**config.mk**
```make
export PLATFORM = sky130hd
export DESIGN_NAME = gpu_fill_engine_flat
export DESIGN_NICKNAME = d
export VERILOG_FILES = /design/src/rtl/gpu_fill_engine_if.sv /design/src/rtl/gpu_fill_engine.sv /design/src/flat_wrapper.sv
export SDC_FILE = /design/constraint.sdc
export NUM_CORES = 1
export LEC_CHECK = 0
export BUFFER_PORTS_ARGS = -buffer_cell sky130_fd_sc_hd__buf_2
export CORE_AREA = 8 8 160 162
export CTS_BUF_LIST = sky130_fd_sc_hd__clkbuf_8
export DETAILED_ROUTE_END_ITERATION = 16
export DIE_AREA = 0 0 168 170
export HOLD_SLACK_MARGIN = 0.12
export MAX_ROUTING_LAYER = met4
export PLACE_DENSITY = 0.86
export SKIP_CTS_REPAIR_TIMING = 1
export SYNTH_ARGS = -nofsm -noshare
export SYNTH_HDL_FRONTEND = slang
export SYNTH_SLANG_ARGS = --single-unit
export TNS_END_PERCENT = 30
```
**constraint.sdc**
```tcl
create_clock -name i_clk -period 5.6 [get_ports i_clk]
set_clock_uncertainty 0.05 [all_clocks]
set_input_delay 0 -clock i_clk [delete_from_list [all_inputs] [get_ports i_clk]]
set_output_delay 0 -clock i_clk [all_outputs]
set_load 0.05 [all_outputs]
```
**src/rtl/gpu_fill_engine_if.sv**
```systemverilog
// Memory request bus between the fill engine and the DDR arbiter.
// The engine drives one 32-byte write command per FIFO head entry; the arbiter back-pressures with busy.
interface gpu_fill_engine_if;
  logic         o_command;
  logic         i_busy;
  logic [1:0]   o_commandSize;
  logic         o_write;
  logic [14:0]  o_adr;
  logic [2:0]   o_subadr;
  logic [15:0]  o_writeMask;
  logic [255:0] o_dataOut;

  modport master (
    output o_command, o_commandSize, o_write, o_adr, o_subadr, o_writeMask, o_dataOut,
    input  i_busy
  );

  modport slave (
    input  o_command, o_commandSize, o_write, o_adr, o_subadr, o_writeMask, o_dataOut,
    output i_busy
  );
endinterface

```
**src/rtl/gpu_fill_engine.sv**
```systemverilog
// VRAM rectangle fill: walks the rectangle in 16-pixel blocks, queues masked block writes
// in a small request FIFO towards the DDR arbiter and mirrors each write into the stencil cache.
module gpu_fill_engine #(
  parameter int FIFO_DEPTH  = 4,
  parameter int FIFO_ADDR_W = 2,
  parameter int EDGE_MASK   = 1
) (
  input  logic               i_clk,
  input  logic               i_rst,
  input  logic               i_InterlaceRender,
  input  logic               GPU_REG_CurrentInterlaceField,
  input  logic [8:0]         RegR0,
  input  logic [8:0]         RegG0,
  input  logic [8:0]         RegB0,
  input  logic signed [11:0] RegX0,
  input  logic signed [11:0] RegY0,
  input  logic [10:0]        RegSizeW,
  input  logic [9:0]         RegSizeH,
  input  logic               i_activateFILL,
  input  logic               i_abort,
  output logic               o_FILLInactiveNextCycle,
  output logic               o_active,
  output logic               o_stencilWriteSig,
  output logic               o_stencilReadSig,
  output logic               o_stencilFullMode,
  output logic [15:0]        o_stencilWriteValue16,
  output logic [15:0]        o_stencilWriteMask16,
  output logic [14:0]        o_stencilWriteAdr,
  gpu_fill_engine_if.master  mem
);

  typedef enum logic [1:0] {S_IDLE, S_START, S_LINE, S_DRAIN} state_t;

  typedef struct packed {
    logic [14:0] adr;
    logic [15:0] mask;
  } fill_req_t;

  localparam int CW = FIFO_ADDR_W + 1;

  state_t state, state_nxt;

  logic [6:0]  x_cnt;
  logic [10:0] pixel_y;
  logic [10:0] y_next;
  logic [10:0] full_size;
  logic [6:0]  n_blocks_m1;
  logic        first_blk, last_blk;
  logic [3:0]  x_lo, x_hi;
  logic [5:0]  block_x;
  logic [8:0]  scr_y;
  logic [15:0] first_m, last_m, blk_mask;
  fill_req_t   cur_req, head_req;

  logic [CW-1:0]          fifo_cnt;
  logic [FIFO_ADDR_W-1:0] wr_ptr, rd_ptr;
  fill_req_t              fifo_mem [FIFO_DEPTH];
  logic                   cmd_vld, full, pop, push;
  logic [15:0]            pix;

  // Block geometry of the block the x counter currently points at.
  assign full_size   = RegSizeW + {7'd0, RegX0[3:0]};
  assign n_blocks_m1 = full_size[10:4] - {6'd0, (full_size[3:0] == 4'd0)};
  assign first_blk   = (x_cnt == 7'd0);
  assign last_blk    = (x_cnt == n_blocks_m1);
  assign x_lo        = RegX0[3:0];
  assign x_hi        = RegX0[3:0] + RegSizeW[3:0] - 4'd1;
  assign block_x     = x_cnt[5:0] + RegX0[9:4];
  assign scr_y       = pixel_y[8:0] + RegY0[8:0];
  assign y_next      = pixel_y + (i_InterlaceRender ? 11'd2 : 11'd1);

  assign first_m  = 16'hFFFF << x_lo;
  assign last_m   = 16'hFFFF >> (4'd15 - x_hi);
  assign blk_mask = (EDGE_MASK != 0) ? ((first_blk ? first_m : 16'hFFFF) & (last_blk ? last_m : 16'hFFFF))
                                     : 16'hFFFF;

  assign cur_req.adr  = {scr_y, block_x};
  assign cur_req.mask = blk_mask;

  // Request FIFO; a full FIFO still accepts when the head leaves in the same cycle.
  assign cmd_vld = (fifo_cnt != '0);
  assign full    = (fifo_cnt == CW'(FIFO_DEPTH));
  assign pop     = cmd_vld && !mem.i_busy;
  assign push    = (state == S_LINE) && !i_abort && (!full || pop);

  always_ff @(posedge i_clk) begin
    if (i_rst || i_abort) begin
      fifo_cnt <= '0;
      wr_ptr   <= '0;
      rd_ptr   <= '0;
    end else begin
      if (push) wr_ptr <= wr_ptr + 1'b1;
      if (pop)  rd_ptr <= rd_ptr + 1'b1;
      case ({push, pop})
        2'b10:   fifo_cnt <= fifo_cnt + 1'b1;
        2'b01:   fifo_cnt <= fifo_cnt - 1'b1;
        default: fifo_cnt <= fifo_cnt;
      endcase
    end
  end

  always_ff @(posedge i_clk) begin
    if (push) fifo_mem[wr_ptr] <= cur_req;
  end

  assign head_req = fifo_mem[rd_ptr];

  always_ff @(posedge i_clk) begin
    if (i_rst) state <= S_IDLE;
    else       state <= state_nxt;
  end

  always_comb begin
    state_nxt = state;
    unique case (state)
      S_IDLE:  if (i_activateFILL) state_nxt = S_START;
      S_START: state_nxt = (RegSizeW == 11'd0 || RegSizeH == 10'd0) ? S_IDLE : S_LINE;
      S_LINE:  if (push && last_blk && (y_next >= {1'b0, RegSizeH})) state_nxt = S_DRAIN;
      S_DRAIN: if (!cmd_vld) state_nxt = S_IDLE;
      default: state_nxt = S_IDLE;
    endcase
    if (i_abort) state_nxt = S_IDLE;
  end

  // Interlaced fills start on the line whose parity matches the field being rendered.
  always_ff @(posedge i_clk) begin
    if (i_rst) begin
      x_cnt   <= '0;
      pixel_y <= '0;
    end else if (state == S_START) begin
      x_cnt   <= '0;
      pixel_y <= i_InterlaceRender ? {10'd0, RegY0[0] ^ GPU_REG_CurrentInterlaceField} : 11'd0;
    end else if (push) begin
      if (last_blk) begin
        x_cnt   <= '0;
        pixel_y <= y_next;
      end else begin
        x_cnt   <= x_cnt + 7'd1;
      end
    end
  end

  assign o_active                = (state != S_IDLE);
  assign o_FILLInactiveNextCycle = o_active && (state_nxt == S_IDLE);

  assign o_stencilWriteSig     = push;
  assign o_stencilReadSig      = 1'b0;
  assign o_stencilFullMode     = 1'b1;
  assign o_stencilWriteValue16 = 16'd0;
  assign o_stencilWriteMask16  = push ? cur_req.mask : 16'd0;
  assign o_stencilWriteAdr     = push ? cur_req.adr  : 15'd0;

  assign mem.o_command     = cmd_vld;
  assign mem.o_commandSize = 2'd1;
  assign mem.o_write       = 1'b1;
  assign mem.o_subadr      = 3'd0;
  assign mem.o_adr         = cmd_vld ? head_req.adr  : 15'd0;
  assign mem.o_writeMask   = cmd_vld ? head_req.mask : 16'd0;

  assign pix = {1'b0, RegB0[7:3], RegG0[7:3], RegR0[7:3]};

  for (genvar i = 0; i < 16; i++) begin : g_lane
    assign mem.o_dataOut[i*16 +: 16] = cmd_vld ? pix : 16'd0;
  end

  logic unused_bits;
  assign unused_bits = ^{RegR0[8], RegR0[2:0], RegG0[8], RegG0[2:0], RegB0[8], RegB0[2:0],
                         RegX0[11:10], RegY0[11:9]};

endmodule

```
**src/flat_wrapper.sv**
```systemverilog
// flat-port wrapper written by rule: the top's interface ports become plain ports
module gpu_fill_engine_flat 
#(
  parameter int FIFO_DEPTH  = 4,
  parameter int FIFO_ADDR_W = 2,
  parameter int EDGE_MASK   = 1
)
  (i_clk, i_rst, i_InterlaceRender, GPU_REG_CurrentInterlaceField, RegR0, RegG0, RegB0, RegX0, RegY0, RegSizeW, RegSizeH, i_activateFILL, i_abort, o_FILLInactiveNextCycle, o_active, o_stencilWriteSig, o_stencilReadSig, o_stencilFullMode, o_stencilWriteValue16, o_stencilWriteMask16, o_stencilWriteAdr, mem_o_command, mem_o_commandSize, mem_o_write, mem_o_adr, mem_o_subadr, mem_o_writeMask, mem_o_dataOut, mem_i_busy);
  gpu_fill_engine_if mem_i ();
  input  logic i_clk;
  input  logic i_rst;
  input  logic i_InterlaceRender;
  input  logic GPU_REG_CurrentInterlaceField;
  input  logic [8:0] RegR0;
  input  logic [8:0] RegG0;
  input  logic [8:0] RegB0;
  input  logic signed [11:0] RegX0;
  input  logic signed [11:0] RegY0;
  input  logic [10:0] RegSizeW;
  input  logic [9:0] RegSizeH;
  input  logic i_activateFILL;
  input  logic i_abort;
  output logic o_FILLInactiveNextCycle;
  output logic o_active;
  output logic o_stencilWriteSig;
  output logic o_stencilReadSig;
  output logic o_stencilFullMode;
  output logic [15:0] o_stencilWriteValue16;
  output logic [15:0] o_stencilWriteMask16;
  output logic [14:0] o_stencilWriteAdr;
  output wire logic [$bits(mem_i.o_command)-1:0] mem_o_command;
  output wire logic [$bits(mem_i.o_commandSize)-1:0] mem_o_commandSize;
  output wire logic [$bits(mem_i.o_write)-1:0] mem_o_write;
  output wire logic [$bits(mem_i.o_adr)-1:0] mem_o_adr;
  output wire logic [$bits(mem_i.o_subadr)-1:0] mem_o_subadr;
  output wire logic [$bits(mem_i.o_writeMask)-1:0] mem_o_writeMask;
  output wire logic [$bits(mem_i.o_dataOut)-1:0] mem_o_dataOut;
  input wire logic [$bits(mem_i.i_busy)-1:0] mem_i_busy;
  assign mem_o_command = mem_i.o_command;
  assign mem_o_commandSize = mem_i.o_commandSize;
  assign mem_o_write = mem_i.o_write;
  assign mem_o_adr = mem_i.o_adr;
  assign mem_o_subadr = mem_i.o_subadr;
  assign mem_o_writeMask = mem_i.o_writeMask;
  assign mem_o_dataOut = mem_i.o_dataOut;
  assign mem_i.i_busy = mem_i_busy;
  gpu_fill_engine #(.FIFO_DEPTH(FIFO_DEPTH), .FIFO_ADDR_W(FIFO_ADDR_W), .EDGE_MASK(EDGE_MASK)) u_core (.i_clk(i_clk), .i_rst(i_rst), .i_InterlaceRender(i_InterlaceRender), .GPU_REG_CurrentInterlaceField(GPU_REG_CurrentInterlaceField), .RegR0(RegR0), .RegG0(RegG0), .RegB0(RegB0), .RegX0(RegX0), .RegY0(RegY0), .RegSizeW(RegSizeW), .RegSizeH(RegSizeH), .i_activateFILL(i_activateFILL), .i_abort(i_abort), .o_FILLInactiveNextCycle(o_FILLInactiveNextCycle), .o_active(o_active), .o_stencilWriteSig(o_stencilWriteSig), .o_stencilReadSig(o_stencilReadSig), .o_stencilFullMode(o_stencilFullMode), .o_stencilWriteValue16(o_stencilWriteValue16), .o_stencilWriteMask16(o_stencilWriteMask16), .o_stencilWriteAdr(o_stencilWriteAdr), .mem(mem_i));
endmodule
```
==> out/results.txt, run 1 <==
Fillers: 1985
Antenna violations before repair: 0
First DRT Iteration DRCs: 604
Root Driver: clkbuf_8
Global Route Usage Sum: 0.180
Placed Cells: 1370
Routed len/inst: 19.1 um
Status: completed
Largest net degree at the start of global routing: 48
Die height: 170 um
Final hold viol count: 0
Hold crit path type: in2reg
Largest family of logic cells by synthesized area: buffers and inverters
F_max: 0.197 GHz
DRC viols: 0
Synth cell types: 62
Endpoints failing setup: 0
# port buffers: 367
CP Class: in2out
Final nets: 1242
Area of the multi-input gates: 3940 um2
Peak supply drop: 153 uV
RePlAce Congestion: 0.915
Gr ovfl total: 0
Post-synth EDFFs: 124
Layout overhead on the synthesized area: 8.32%
DR pass1 iterations: 5
TritonCTS Buffers: 17
Hold EP: u_core.fifo_mem[3][1]$_DFFE_PP_
Die Area: 28600 um2
Worst EP required: 5.55 ns
Cell-by-cell trace of the critical path: dlygate4sd3_1 -> buf_2 -> ha_1 -> fa_1 -> a211oi_2 -> nor2_1 -> xnor2_1 -> ha_1 -> ha_1 -> and3_1 -> and2_1 -> a31oi_1 -> a2111oi_4 -> and2_1 -> o21ai_0 -> and2_1 -> buf_2
Synth Area in XOR/XNOR: 0.0396
Synth area leaders: edfxtp_1, buf_4, mux4_2
RR Endpoint: u_core.fifo_mem[0][6]$_DFFE_PP_
Clk_lat worst skew: 0.44 ns
Top cell type by total area after synthesis: edfxtp_1
Multiplexer share of the synthesized area: 0.0732
Mapped cell area: 10400 um2
Share of cells above drive strength 1: 0.411
Setup slack, reg-to-reg: 2.50 ns
Num ports: 425
HP Start: RegX0[3]
Sink Count: 153
Min cycle time layout: 5.06 ns
Dpl hpwl: 20500 um
Setup repair after global routing missed its margin: no
Max Transition Viols Final: 0
CTS tree: done
Synth Instances: 961
CP max FO: 14
Worst Setup End Kind: output port
CP max stage cell: a2111oi_4
Vias in the first global route: 7062
CORE AREA: 23100 um2
Maxcap violations: 0
Slowest stage delay, CP: 0.59 ns
Clk buf depth: 2
Adder-Cell Fraction of Synth Area: 0.0614
Yosys warning count: 0
Arrival time at the worst endpoint: 5.01 ns
Chip width: 168 um
Slew HR: 0.423
Crit share post-route: 0.904
Top FF cell, synth: edfxtp_1
Slew @ Worst Pin: 0.863 ns
H-Tree Level Count: 4
Final antenna-violating net count: 0
Reg clk slew, reported paths: 0.08 ns
Global-route wire length before repair: 39800 um
Post-route insts no fill: 1417
Synthesized area per cell: 10.8 um2
Crit start category: primary input
Starting Density: 0.451
Post-synthesis simple-gate area fraction: 0.115
Setup_tns: 0 ns
DR vias: 7264
Synth top area share: 0.358
Post-synthesis async set-or-reset flop share: 0
Hold-critical path depth: 4
Reg2reg path depth: 8
Seq/Total Area, Yosys: 0.414
Register area: 4310 um2
Power per cell area: 224 nW/um2
Total Wirelength: 27000 um
Row Count: 56
DR vias/cell: 5.13
Leakage: 0.00536 uW
R2R Path Start: u_core.x_cnt[6]$_SDFFE_PP0P_
Count of state elements after synthesis: 153
Ant. Diodes: 0
Compound-Gate Fraction of Synth Area: 0.0747
==> worst max-delay path: cells and delay by family <==
| family | cells | cell delay [ns] |
|---|---|---|
| AND/OR/NAND/NOR | 5 | 1.47 |
| AO/OA/AOI/OAI | 4 | 1.39 |
| adder cells (fa/ha/maj) | 4 | 1.02 |
| buffers and inverters | 3 | 0.97 |
| XOR/XNOR | 1 | 0.15 |
==> state kept, by name, summed over array words and instances (netlist names), named ones only <==
name / count
u_core.rd_ptr: 2
u_core.state: 2
u_core.fifo_mem: 124
u_core.pixel_y: 11
u_core.wr_ptr: 2
u_core.x_cnt: 7
u_core.fifo_cnt: 3
==> layout by cell type, fill, tap and decap left out, types with 17 or more instances in the layout <==
cell / count
conb_1: 40
and2_1: 76
buf_2: 367
mux4_2: 31
xnor2_1: 31
nor2_1: 42
edfxtp_1: 124
ha_1: 43
a21oi_1: 43
clkbuf_8: 17
dfxtp_1: 27
nand2_1: 29
inv_1: 46
==> routing by layer <==
metal	global-route usage	wire length, um	up-vias
met1	0.201	10400	3474
li1	-	-	3346
met4	0.0617	709	0
met5	-	0	-
met2	0.315	13800	386
met3	0.0410	2180	58
==> Yosys cell counts, types with 7 or more instances <==
cell type	instances
a21o_1	8
dfxtp_1	29
nand2_1	29
ha_1	43
or2_2	7
a211oi_1	7
mux4_2	31
xnor2_1	31
o21ai_0	9
edfxtp_1	124
nand3_1	16
and2_1	76
xor2_1	16
a21oi_1	43
nor2_1	42
clkbuf_1	17
buf_4	268
inv_1	46
==> stage by stage <==
| stage | area, um2 | utilization | hold slack [ns] | power [uW] | worst slack, ns |
|---|---|---|---|---|---|
| 2_1_floorplan | 10500 | - | 0.0293 | 1590 | 0.539 |
| 3_3_place_gp | 10700 | 0.463 | 0.190 | 1630 | 1.23 |
| 3_5_place_dp | 10700 | 0.463 | 0.188 | 1650 | 1.20 |
| 4_1_cts | 11100 | 0.482 | -0.282 | 2510 | 1.16 |
| 5_1_grt | 11300 | 0.488 | 0.139 | 2600 | 0.215 |
| 6_report | 11300 | 0.488 | 0.142 | 2520 | 0.535 |
==> power breakdown <==
part           internal [uW]  leakage [uW]  switching [uW]
sequential              1260       0.00136            8.98
combinational            108       0.00379             267
clock                    450      0.000206             432
==> cells by family (layout without fill, tap and decap cells) <==
logic type / count (synthesis) / in the layout
XOR/XNOR: 47 / 47
adder cells (fa/ha/maj): 48 / 48
multiplexers: 37 / 37
flip-flops: 153 / 153
AO/OA/AOI/OAI: 112 / 112
AND/OR/NAND/NOR: 221 / 221
buffers and inverters: 341 / 469
other: 2 / 40
==> how the worst max path moves through the flow <==
stage,from,endpoint,cells past startpoint
2_1_floorplan,RegX0[0],o_stencilWriteMask16[8],15
3_3_place_gp,RegX0[0],o_stencilWriteMask16[15],16
3_5_place_dp,RegX0[0],o_stencilWriteMask16[15],16
4_1_cts,RegX0[0],o_stencilWriteMask16[15],16
5_1_grt,RegX0[0],o_stencilWriteMask16[15],17
6_report,RegX0[0],o_stencilWriteMask16[15],17
==> layout make-up <==
type	count	share of cell area
Timing Repair Buffer	391	0.183
Inverter	47	0.0157
Clock buffer	17	0.0208
Clock inverter	14	0.0166
Multi-Input combinational cell	505	0.350
Tap cell	290	0.0322
Sequential cell	153	0.382
(Power assumes the default switching activity.)
==> run 2: changes to the inputs <==
Settings changed: CORE_AREA 8 8 160 162 to 2 2 163 165, DIE_AREA 0 0 168 170 to 0 0 165 167, PLACE_DENSITY 0.86 to 0.79.
==> run 2 against run 1 <==
Net effect: register-to-register slack got worse by 0.06 ns; die area fell by 3.5%; total power fell by 2.4%; sequential power barely moved; worst hold slack got worse by 0.0045 ns.
==> out/results.txt, run 2 (same netlist as run 1, synthesis figures left out) <==
Gr ovfl total: 0
Register with the most flip-flops: u_core.fifo_mem
Slew @ Worst Pin: 0.903 ns
CP max stage cell: a21boi_0
Antenna violations before repair: 0
Routed len/inst: 16.5 um
F_max: 0.204 GHz
CORE AREA: 25800 um2
H-Tree Level Count: 4
Min cycle time layout: 4.91 ns
Die height: 167 um
Num ports: 425
Peak supply drop: 121 uV
CTS tree: done
Slowest stage delay, CP: 0.70 ns
WP buf/inv: 3
Cell-by-cell trace of the critical path: dlygate4sd3_1 -> buf_2 -> ha_1 -> fa_1 -> a211oi_2 -> nor2_1 -> xnor2_1 -> ha_1 -> ha_1 -> and3_1 -> and2_1 -> mux2i_1 -> a2111oi_4 -> and2_1 -> a21boi_0 -> and2_1 -> buf_2
Worst EP required: 5.55 ns
Largest regs: u_core.fifo_mem x124, u_core.pixel_y x11, u_core.x_cnt x7
TritonCTS Buffers: 17
Setup repair after global routing missed its margin: no
# port buffers: 367
Power per cell area: 219 nW/um2
Arrival time at the worst endpoint: 4.86 ns
First DRT Iteration DRCs: 497
Leakage: 0.00533 uW
Final nets: 1238
CP Class: in2out
Vias in the first global route: 6470
Slew HR: 0.397
Final antenna-violating net count: 0
Most common cell after layout, fill and taps aside: buf_2
Endpoints failing setup: 0
Share of cells above drive strength 1: 0.413
Delay-heaviest family, CP: compound AO/OA/AOI/OAI gates
Clk buf depth: 2
Sink Count: 153
DR WL met2: 12000 um
Hold Worst Slack: 0.138 ns
Maxcap violations: 0
Largest net degree at the start of global routing: 32
Chip width: 165 um
Crit start category: primary input
DR vias: 7088
Global Route Usage Sum: 0.174
Ant. Diodes: 0
Hold crit path type: in2reg
Crit share post-route: 0.876
Met1 WL: 10100 um
Setup_tns: 0 ns
Worst Setup End Kind: output port
Max Transition Viols Final: 0
Row Count: 59
CP max FO: 7
Reg clk slew, reported paths: 0.09 ns
Highest metal layer with signal wires: met4
Dpl hpwl: 18200 um
Root Driver: clkbuf_8
Final hold viol count: 0
Most frequent cells in the layout: buf_2, edfxtp_1, and2_1, inv_1
Max FFs per register: 124
Clk_lat worst skew: 0.45 ns
Die Area: 27600 um2
Global-route wire length before repair: 35800 um
Total Wirelength: 24100 um
RePlAce Congestion: 0.887
Layout overhead on the synthesized area: 8.30%
DR pass1 iterations: 5
Status: completed
Met3 wire len: 1540 um
DR vias/cell: 4.86
Starting Density: 0.404
DRC viols: 0
==> run 2: through the flow <==
step | total power [uW] | area, um2 | setup WS, ns | util | cells
5_1_grt | 2550 | 11300 | 0.310 | 0.437 | 1459
6_report | 2460 | 11300 | 0.693 | 0.437 | 1459
3_5_place_dp | 1650 | 10700 | 1.09 | 0.416 | 1412
3_3_place_gp | 1640 | 10700 | 1.28 | 0.416 | 1412
2_1_floorplan | 1590 | 10500 | 0.539 | - | 999
4_1_cts | 2460 | 11100 | 1.28 | 0.431 | 1444
==> run 2: final timing paths <==
kind	start	end	slack, ns	cells past startpoint
max	RegX0[0]	o_stencilWriteMask16[11]	0.69	17
min	RegY0[3]	u_core.fifo_mem[0][25]$_DFFE_PP_	0.14	3
max reg2reg	u_core.x_cnt[6]$_SDFFE_PP0P_	u_core.fifo_mem[1][6]$_DFFE_PP_	2.44	8
min reg2reg	u_core.fifo_cnt[2]$_SDFFE_PP0P_	u_core.fifo_cnt[2]$_SDFFE_PP0P_	0.46	2
==> run 2: routing by layer <==
| metal | GRT usage | vias up |
|---|---|---|
| met5 | - | - |
| li1 | - | 3350 |
| met2 | 0.286 | 338 |
| met1 | 0.223 | 3372 |
| met4 | 0.0544 | 0 |
| met3 | 0.0249 | 28 |
==> run 2: power by group <==
group | internal (uW) | switching, uW
Combinational | 107 | 266
Sequential | 1260 | 9.04
Clock | 368 | 456
==> run 2: final cells by class <==
class,count,area [um2]
Sequential cell,153,4310
Inverter,47,176
Fill cell,2403,14500
Clock buffer,17,234
Timing Repair Buffer,387,2020
Multi-Input combinational cell,505,3940
Tap cell,335,419
Clock inverter,15,156
==> run 2: worst min-delay path, delay by kind of cell <==
| family | cells | cell delay, ns |
|---|---|---|
| buf+inv | 1 | 0.10 |
| xor+xnor | 1 | 0.17 |
| fa+ha+maj | 1 | 0.17 |
